$ cat src/rtl/sar_adc.sv
// Successive-approximation ADC controller driving an external 8-bit DAC and comparator.
// Latency: result/valid appear 8*SETTLE+1 cycles after start is accepted.
// Backpressure: none; start is ignored while busy and accepted again in the valid cycle.
module sar_adc #(
    parameter int SETTLE = 4
) (
    input  logic       clk,
    input  logic       rst,
    input  logic       start,
    input  logic       comp,
    output logic [7:0] dac_code,
    output logic [7:0] result,
    output logic       busy,
    output logic       valid
);

    typedef enum logic {
        IDLE = 1'b0,
        CONV = 1'b1
    } state_t;

    localparam logic [7:0] LAST_CNT = 8'(SETTLE - 1);

    state_t     state, state_n;
    logic [2:0] bit_q, bit_n;
    logic [7:0] cnt_q, cnt_n;
    logic [7:0] dac_n;
    logic [7:0] res_n;
    logic       vld_n;

    logic [7:0] trial_mask;
    logic [7:0] decided;

    // Trial bit is kept only when the comparator says the input is at or above the DAC level.
    assign trial_mask = 8'd1 << bit_q;
    assign decided    = comp ? dac_code : (dac_code & ~trial_mask);
    assign busy       = (state == CONV);

    always_ff @(posedge clk) begin
        if (rst) begin
            state    <= IDLE;
            bit_q    <= 3'd7;
            cnt_q    <= 8'd0;
            dac_code <= 8'h00;
            result   <= 8'h00;
            valid    <= 1'b0;
        end else begin
            state    <= state_n;
            bit_q    <= bit_n;
            cnt_q    <= cnt_n;
            dac_code <= dac_n;
            result   <= res_n;
            valid    <= vld_n;
        end
    end

    always_comb begin
        state_n = state;
        bit_n   = bit_q;
        cnt_n   = cnt_q;
        dac_n   = dac_code;
        res_n   = result;
        vld_n   = 1'b0;
        case (state)
            IDLE: begin
                if (start) begin
                    state_n = CONV;
                    dac_n   = 8'h80;
                    bit_n   = 3'd7;
                    cnt_n   = 8'd0;
                end
            end
            CONV: begin
                if (cnt_q == LAST_CNT) begin
                    cnt_n = 8'd0;
                    if (bit_q != 3'd0) begin
                        // Resolve this bit and raise the next lower trial bit on the same edge.
                        dac_n = decided | (trial_mask >> 1);
                        bit_n = bit_q - 3'd1;
                    end else begin
                        dac_n   = decided;
                        res_n   = decided;
                        vld_n   = 1'b1;
                        bit_n   = 3'd7;
                        state_n = IDLE;
                    end
                end else begin
                    cnt_n = cnt_q + 8'd1;
                end
            end
            default: begin
                state_n = IDLE;
            end
        endcase
    end

endmodule

$ cat config.mk
export PLATFORM = sky130hd
export DESIGN_NAME = sar_adc
export DESIGN_NICKNAME = d
export VERILOG_FILES = /design/src/rtl/sar_adc.sv
export SDC_FILE = /design/constraint.sdc
export NUM_CORES = 1
export LEC_CHECK = 0
export CORE_UTILIZATION = 43
export CTS_CLUSTER_DIAMETER = 50
export DETAILED_ROUTE_END_ITERATION = 10
export MAX_ROUTING_LAYER = met4
export PLACE_DENSITY = 0.68
export SETUP_SLACK_MARGIN = 0.5
export SLEW_MARGIN = 40
export SYNTH_ARGS = -nofsm -noshare
export SYNTH_HDL_FRONTEND = slang
export SYNTH_SLANG_ARGS = --single-unit
$ cat constraint.sdc
create_clock -name clk -period 1.6 [get_ports clk]
set_input_delay 0.4 -clock clk [delete_from_list [all_inputs] [get_ports clk]]
set_output_delay 0.4 -clock clk [all_outputs]
set_load 0.01 [all_outputs]
==> results of run 1 <==
## registers in the layout, summed over array words and instances, names as in the netlist
signal and cells:
busy 1, result 8, dac_code 8, bit_q 3
valid 1, cnt_q 8
## layout make-up
cell class,instances,area (um2)
well taps,44,55.05
inverters,4,15.01
clock buffers,7,55.05
flip-flops and latches,29,623.1
repair buffers,69,630.6
fillers,212,760.7
multi-input cells,134,988.4
## power by group through the flow
| stage | clock network [mW] | registers (mW) | logic [mW] |
|---|---|---|---|
| after detailed placement | 0 | 0.753 | 0.103 |
| after floorplan | 0 | 0.754 | 0.0537 |
| after global placement | 0 | 0.753 | 0.101 |
| after global routing | 0.497 | 0.735 | 0.140 |
| after CTS | 0.462 | 0.735 | 0.121 |
| final | 0.463 | 0.734 | 0.132 |
## critical path, delay by kind of cell, from the launching register on
family                   cells  cell delay, ps
adder cells (fa/ha/maj)      1             130
AO/OA/AOI/OAI                2             470
flip-flops                   1             370
AND/OR/NAND/NOR              2             650
## cell usage after synthesis
cell type	instances
nor4b_2	2
o21ai_1	2
inv_1	4
nor3b_1	3
dfxtp_1	29
buf_2	3
nor2_1	13
clkbuf_1	6
a41o_1	1
nor4b_1	1
o21ai_0	9
nand3b_1	5
nand2b_1	1
a21boi_0	2
nor2b_1	3
or2_0	1
a31oi_1	1
a22oi_1	4
nor3_1	1
a21oi_1	18
o21a_1	4
ha_1	6
o211ai_1	1
or4b_4	1
nand2_1	22
a21o_1	2
o41a_4	1
nor4_1	1
mux2i_1	1
or3_1	1
or4b_1	2
and2_1	1
a311oi_1	1
nand3_1	14
a211oi_1	1
and3_1	5
or3b_1	1
## timing repair
action / 4_1_cts / 5_1_grt
endpoints found under the setup margin: 47 / 47
setup buffers: 17 / 2
cloned: 3 / 0
gates resized for setup: 143 / 14
pin swaps: 15 / 9
## kinds of logic after synthesis
family          count (synthesis)  synth area share, %
buf+inv                        13                3.639
mux                             1               0.6933
simple gates                   78                29.72
fa+ha+maj                       6                5.199
compound gates                 47                20.54
flops                          29                40.21
## path summary, 6_finish.rpt
| kind | start | endpoint | slack [ps] |
|---|---|---|---|
| setup / recovery | cnt_q[1] | cnt_q[7] | -110 |
| hold / removal | result[3] | result[3] | 470 |
| setup reg to reg | cnt_q[1] | cnt_q[7] | -110 |
| hold reg to reg | result[3] | result[3] | 470 |
## layout by cell type, fill, tap and decap left out, drive strengths merged, types with 4 or more instances in the layout
| cell | netlist | layout |
|---|---|---|
| a22oi | 4 | 4 |
| ha | 6 | 6 |
| inv | 4 | 4 |
| nand2 | 22 | 22 |
| buf | 3 | 66 |
| clkbuf | 6 | 7 |
| a21oi | 18 | 18 |
| o21ai | 11 | 11 |
| and3 | 5 | 5 |
| nand3b | 5 | 5 |
| dfxtp | 29 | 29 |
| o21a | 4 | 4 |
| nand3 | 14 | 15 |
| nor2 | 13 | 14 |
## metal layers
metal  vias up  wire, um  track usage [%]  part of all wire, %
met5         -         0                -                    0
met4         0        46            8.638                  1.0
met3         6       340            8.442                  7.4
met2        73      2192            44.29                   48
met1       763      2032            36.72                   44
li1        765         -                -                    -
==> flow_summary.json, run 1 <==
{
  "ant_nets": 0,
  "die_w_um": 59.95,
  "leakagePower_nw": 0.9341,
  "cp_max_fo": 5,
  "drive_gt1_share_pct": 51.44,
  "pin_count": 22,
  "cts_htree_levels": 2,
  "worstMarginPinSlew_ps": 350.7,
  "gp_congestion": 0.8867,
  "worstPathCellList": "ha_4, or4b_4, o41a_4, or3b_1, a31oi_1",
  "core_area_um2": 3128,
  "maxSlewHeadroom_pct": 76.52,
  "ys_types": 37,
  "die_area_um2": 3593,
  "overflow": 0,
  "dp.cells": 258,
  "timing.final.hold_violations": 0,
  "grt_antenna_before_repair": 0,
  "diodes": 0,
  "required_ps": 1830,
  "drc": 0,
  "yosysTopAreaCellShare_pct": 40.21,
  "drt-initial-drc-count": 96,
  "crit_arrival_ps": 1940,
  "rows": 20,
  "clockBufferDepth": 2,
  "dpl.hpwl_um": 2702,
  "vias": 1607,
  "routed_wl_um": 4612,
  "intPower_uw": 994.7,
  "start_kind": "flop",
  "cts.sinks": 29,
  "tns_ps": -1196,
  "fmaxAchievable_mhz": 585.4,
  "cts-hold-fix-buffers": 0,
  "synthesis.nets": 184,
  "ys_top_cells_by_area": "dfxtp_1 40%, a21oi_1 6.2%, nand2_1 5.7%, ha_1 5.2%, nand3_1 4.9%",
  "netlist_area_um2": 1444,
  "p_switching_uw": 334.1,
  "stdcell_count": 287,
  "max_stage_delay_ps": 470,
  "grt_pass1_vias": 1495,
  "min_period_ps": 1708,
  "r2r.worst_path.cells": 5,
  "syn_inst": 174,
  "vias_per_cell": 5.599,
  "stdcell_area_um2": 2367,
  "final_nets": 253,
  "ys_ff_latch": 29,
  "comb_power_share_pct": 9.9,
  "root_buffer": "clkbuf_4",
  "cts_buffers": 5,
  "grt_max_degree": 12,
  "max_cap_violations": 0,
  "avgSynthCellArea_um2": 8.298,
  "hold_path_depth": 2,
  "p_sw_share_pct": 25.14,
  "violations": "negative setup slack",
  "tritoncts": "yes",
  "dieHeight_um": 59.95,
  "post_drt_wl_per_cell_um": 16.07,
  "total_power_mw": 1.329,
  "rsz0062_at_grt": "yes",
  "status": "complete, but fails checks",
  "period_share_pct": 106.8,
  "initial_core_util_pct": 46.16,
  "grt_usage_pct": 28.90,
  "ys_seq_area_share_pct": 40.21,
  "skew_ps": 13.55,
  "place_ws_ps": -104.8,
  "holdWs_ps": 469.6,
  "p_clk_share_pct": 34.8,
  "peakVddDrop_uv": 465.8,
  "powerDensity_nw_per_um2": 561.3,
  "min-delay-path-class": "flop to flop",
  "slowest_stage": "or4b_4",
  "setup_viol": 20,
  "clock_latency_ps": 340,
  "finalMaxSlewViolations": 0,
  "layout-area-overhead-vs-synth_pct": 63.95,
  "grt_pass1_wl_um": 7293,
  "port-buffer-count": 21,
  "placed_cell_area_um2": 1924,
  "yosysWarnings": 0,
  "dr.pass1.iters": 4,
  "critPathCaptureType": "flop",
  "final_util_pct": 75.68,
  "clkTransAtPathRegs_ps": 90,
  "crit_type": "flop to flop",
  "timing.final.ws_setup_ps": -108.3,
  "seq_power_share_pct": 55.3,
  "yosysTopAreaCell": "dfxtp_1"
}
Power figures use the tool's default switching activity.
==> run 2, diff against run 1 <==
Settings changed: CORE_UTILIZATION 43 to 55, DONT_BUFFER_PORTS set to 1, PLACE_DENSITY 0.68 to 0.73.
==> flow_summary.json, run 2 (same netlist as run 1, synthesis figures left out) <==
{
  "diodes": 0,
  "holdCritStartpoint": "rst",
  "r2r.worst_path.cells": 5,
  "top_regs": "cnt_q: 8 flops, dac_code: 8 flops, result: 8 flops",
  "dpl.hpwl_um": 2470,
  "worstMarginPinSlew_ps": 473.8,
  "maxSlewHeadroom_pct": 68.28,
  "finalMaxSlewViolations": 0,
  "multi_input_area_um2": 1115,
  "stdcell_area_um2": 2155,
  "grt_antenna_before_repair": 0,
  "vias": 1527,
  "tns_ps": -1105,
  "max_cap_violations": 0,
  "layout_common_cells": "22 x buf_4, 18 x nand2_1, 13 x dfxtp_2, 11 x a21oi_2, 11 x dfxtp_4",
  "stdcell_count": 236,
  "worstPathCellList": "ha_4, or4b_4, o41a_4, or3b_1, a31oi_1",
  "max_stage_delay_ps": 470,
  "die_area_um2": 2834,
  "critPathCaptureType": "flop",
  "clkTransAtPathRegs_ps": 100,
  "dp.cells": 214,
  "num-fill-cells": 131,
  "final_util_pct": 86.97,
  "grt_pass1_wl_um": 6679,
  "reg2reg_from": "cnt_q[1]",
  "cts.sinks": 29,
  "overflow": 0,
  "powerDensity_nw_per_um2": 596.8,
  "skew_ps": 3.434,
  "dr.pass1.iters": 6,
  "port-buffer-count": 0,
  "vias_per_cell": 6.470,
  "ant_nets": 0,
  "start_kind": "flop",
  "cts_buffers": 5,
  "drc": 0,
  "leakagePower_nw": 0.8099,
  "r2r-end": "cnt_q[7]",
  "tritoncts": "yes",
  "crit_arrival_ps": 1950,
  "timing.final.ws_setup_ps": -108.2,
  "fmaxAchievable_mhz": 585.4,
  "total_power_mw": 1.286,
  "r2r_slack_ps": -110,
  "pin_count": 22,
  "root_buffer": "clkbuf_4",
  "grt_usage_pct": 35.36,
  "hold_path_depth": 1,
  "clockBufferDepth": 2,
  "layout_commonest_cell": "buf_4",
  "gp_congestion": 0.7720,
  "min_period_ps": 1708,
  "crit_type": "flop to flop",
  "peakVddDrop_uv": 657.1,
  "routed_wl_um": 4742,
  "clock_latency_ps": 340,
  "layout-area-overhead-vs-synth_pct": 49.22,
  "min_to": "result[4]",
  "die_w_um": 53.24,
  "setup_viol": 20,
  "violations": "negative setup slack",
  "rsz0062_at_grt": "yes",
  "dieHeight_um": 53.24,
  "slowest_stage": "or4b_4",
  "status": "complete, but fails checks",
  "final_nets": 215,
  "rows": 18,
  "min-delay-path-class": "primary input to flop",
  "core_area_um2": 2477,
  "timing.final.hold_violations": 0,
  "drt-initial-drc-count": 52,
  "drive_gt1_share_pct": 56.31,
  "cts_htree_levels": 2,
  "regArea_um2": 638.1,
  "initial_core_util_pct": 58.28,
  "period_share_pct": 106.8,
  "cp_max_fo": 5,
  "placed_cell_area_um2": 1629,
  "grt_pass1_vias": 1427,
  "grt_max_degree": 25,
  "post_drt_wl_per_cell_um": 20.09,
  "required_ps": 1840
}
run 2: cell count changes in the layout (fill, tap and decap cells not counted), sizes merged, moves of 2 or more:
| cell | previous run | this run |
|---|---|---|
| buf | 66 | 32 |
| clkdlybuf4s50 | 3 | 0 |
| clkbuf | 7 | 5 |
| clkinv | 0 | 2 |
run 2: how the worst max path moves through the flow:
| stage | startpoint | end | slack [ps] | depth (start not counted) |
|---|---|---|---|---|
| 4_1_cts | cnt_q[1] | cnt_q[1] | -100 | 5 |
| 5_1_grt | cnt_q[1] | cnt_q[7] | -150 | 5 |
| 2_1_floorplan | cnt_q[1] | cnt_q[7] | -80 | 5 |
| 3_3_place_gp | cnt_q[1] | bit_q[2] | -140 | 6 |
| 6_report | cnt_q[1] | cnt_q[7] | -110 | 5 |
| 3_5_place_dp | cnt_q[1] | bit_q[2] | -130 | 6 |
run 2: report_power, final:
part	leakage [nW]	total (mW)	internal (mW)	switching [mW]
sequential	0.248	0.724	0.713	0.0111
clock	0.0310	0.466	0.165	0.300
combinational	0.531	0.0964	0.0440	0.0524
run 2: metrics by stage:
step                      hold WS (ps)  setup WS [ps]
after floorplan                  471.8         -82.20
after global placement           467.6         -140.7
after detailed placement         466.6         -129.1
after CTS                        95.30         -99.74
after global routing             85.91         -153.3
final                            97.87         -108.2
run 2: final cells by class:
cell class                 instances  share of cell area, %
clock buffer                       5                  1.742
clock inverter                     3                 0.8130
inverter                           4                 0.6969
multi-input combinational        132                  51.74
sequential                        29                  29.62
tap                               30                  1.742
timing repair buffer              33                  13.65
run 2: layer usage:
| layer | up-vias | global-route usage, % | share of wire [%] | routed length [um] |
|---|---|---|---|---|
| met2 | 78 | 58.54 | 52 | 2454 |
| met5 | - | - | 0 | 0 |
| met1 | 737 | 34.03 | 38 | 1805 |
| met3 | 23 | 14.08 | 7.0 | 331 |
| met4 | 0 | 22.37 | 3.2 | 151 |
| li1 | 689 | - | - | - |
run 2: timing repair:
action | in CTS | in global routing
pin swaps | 26 | 19
buffers inserted | 9 | 4
resized for setup | 79 | 29
hold endpoints to repair | 0 | 0
cloned | 1 | 0
endpoints found under the setup margin | 47 | 47
hold buffers | 0 | 0
run 2: worst max-delay path: cells and delay by family (launching register included):
family	cells	cell delay (ps)
adder cells (fa/ha/maj)	1	130
AND/OR/NAND/NOR	2	640
flip-flops	1	370
AO/OA/AOI/OAI	2	460
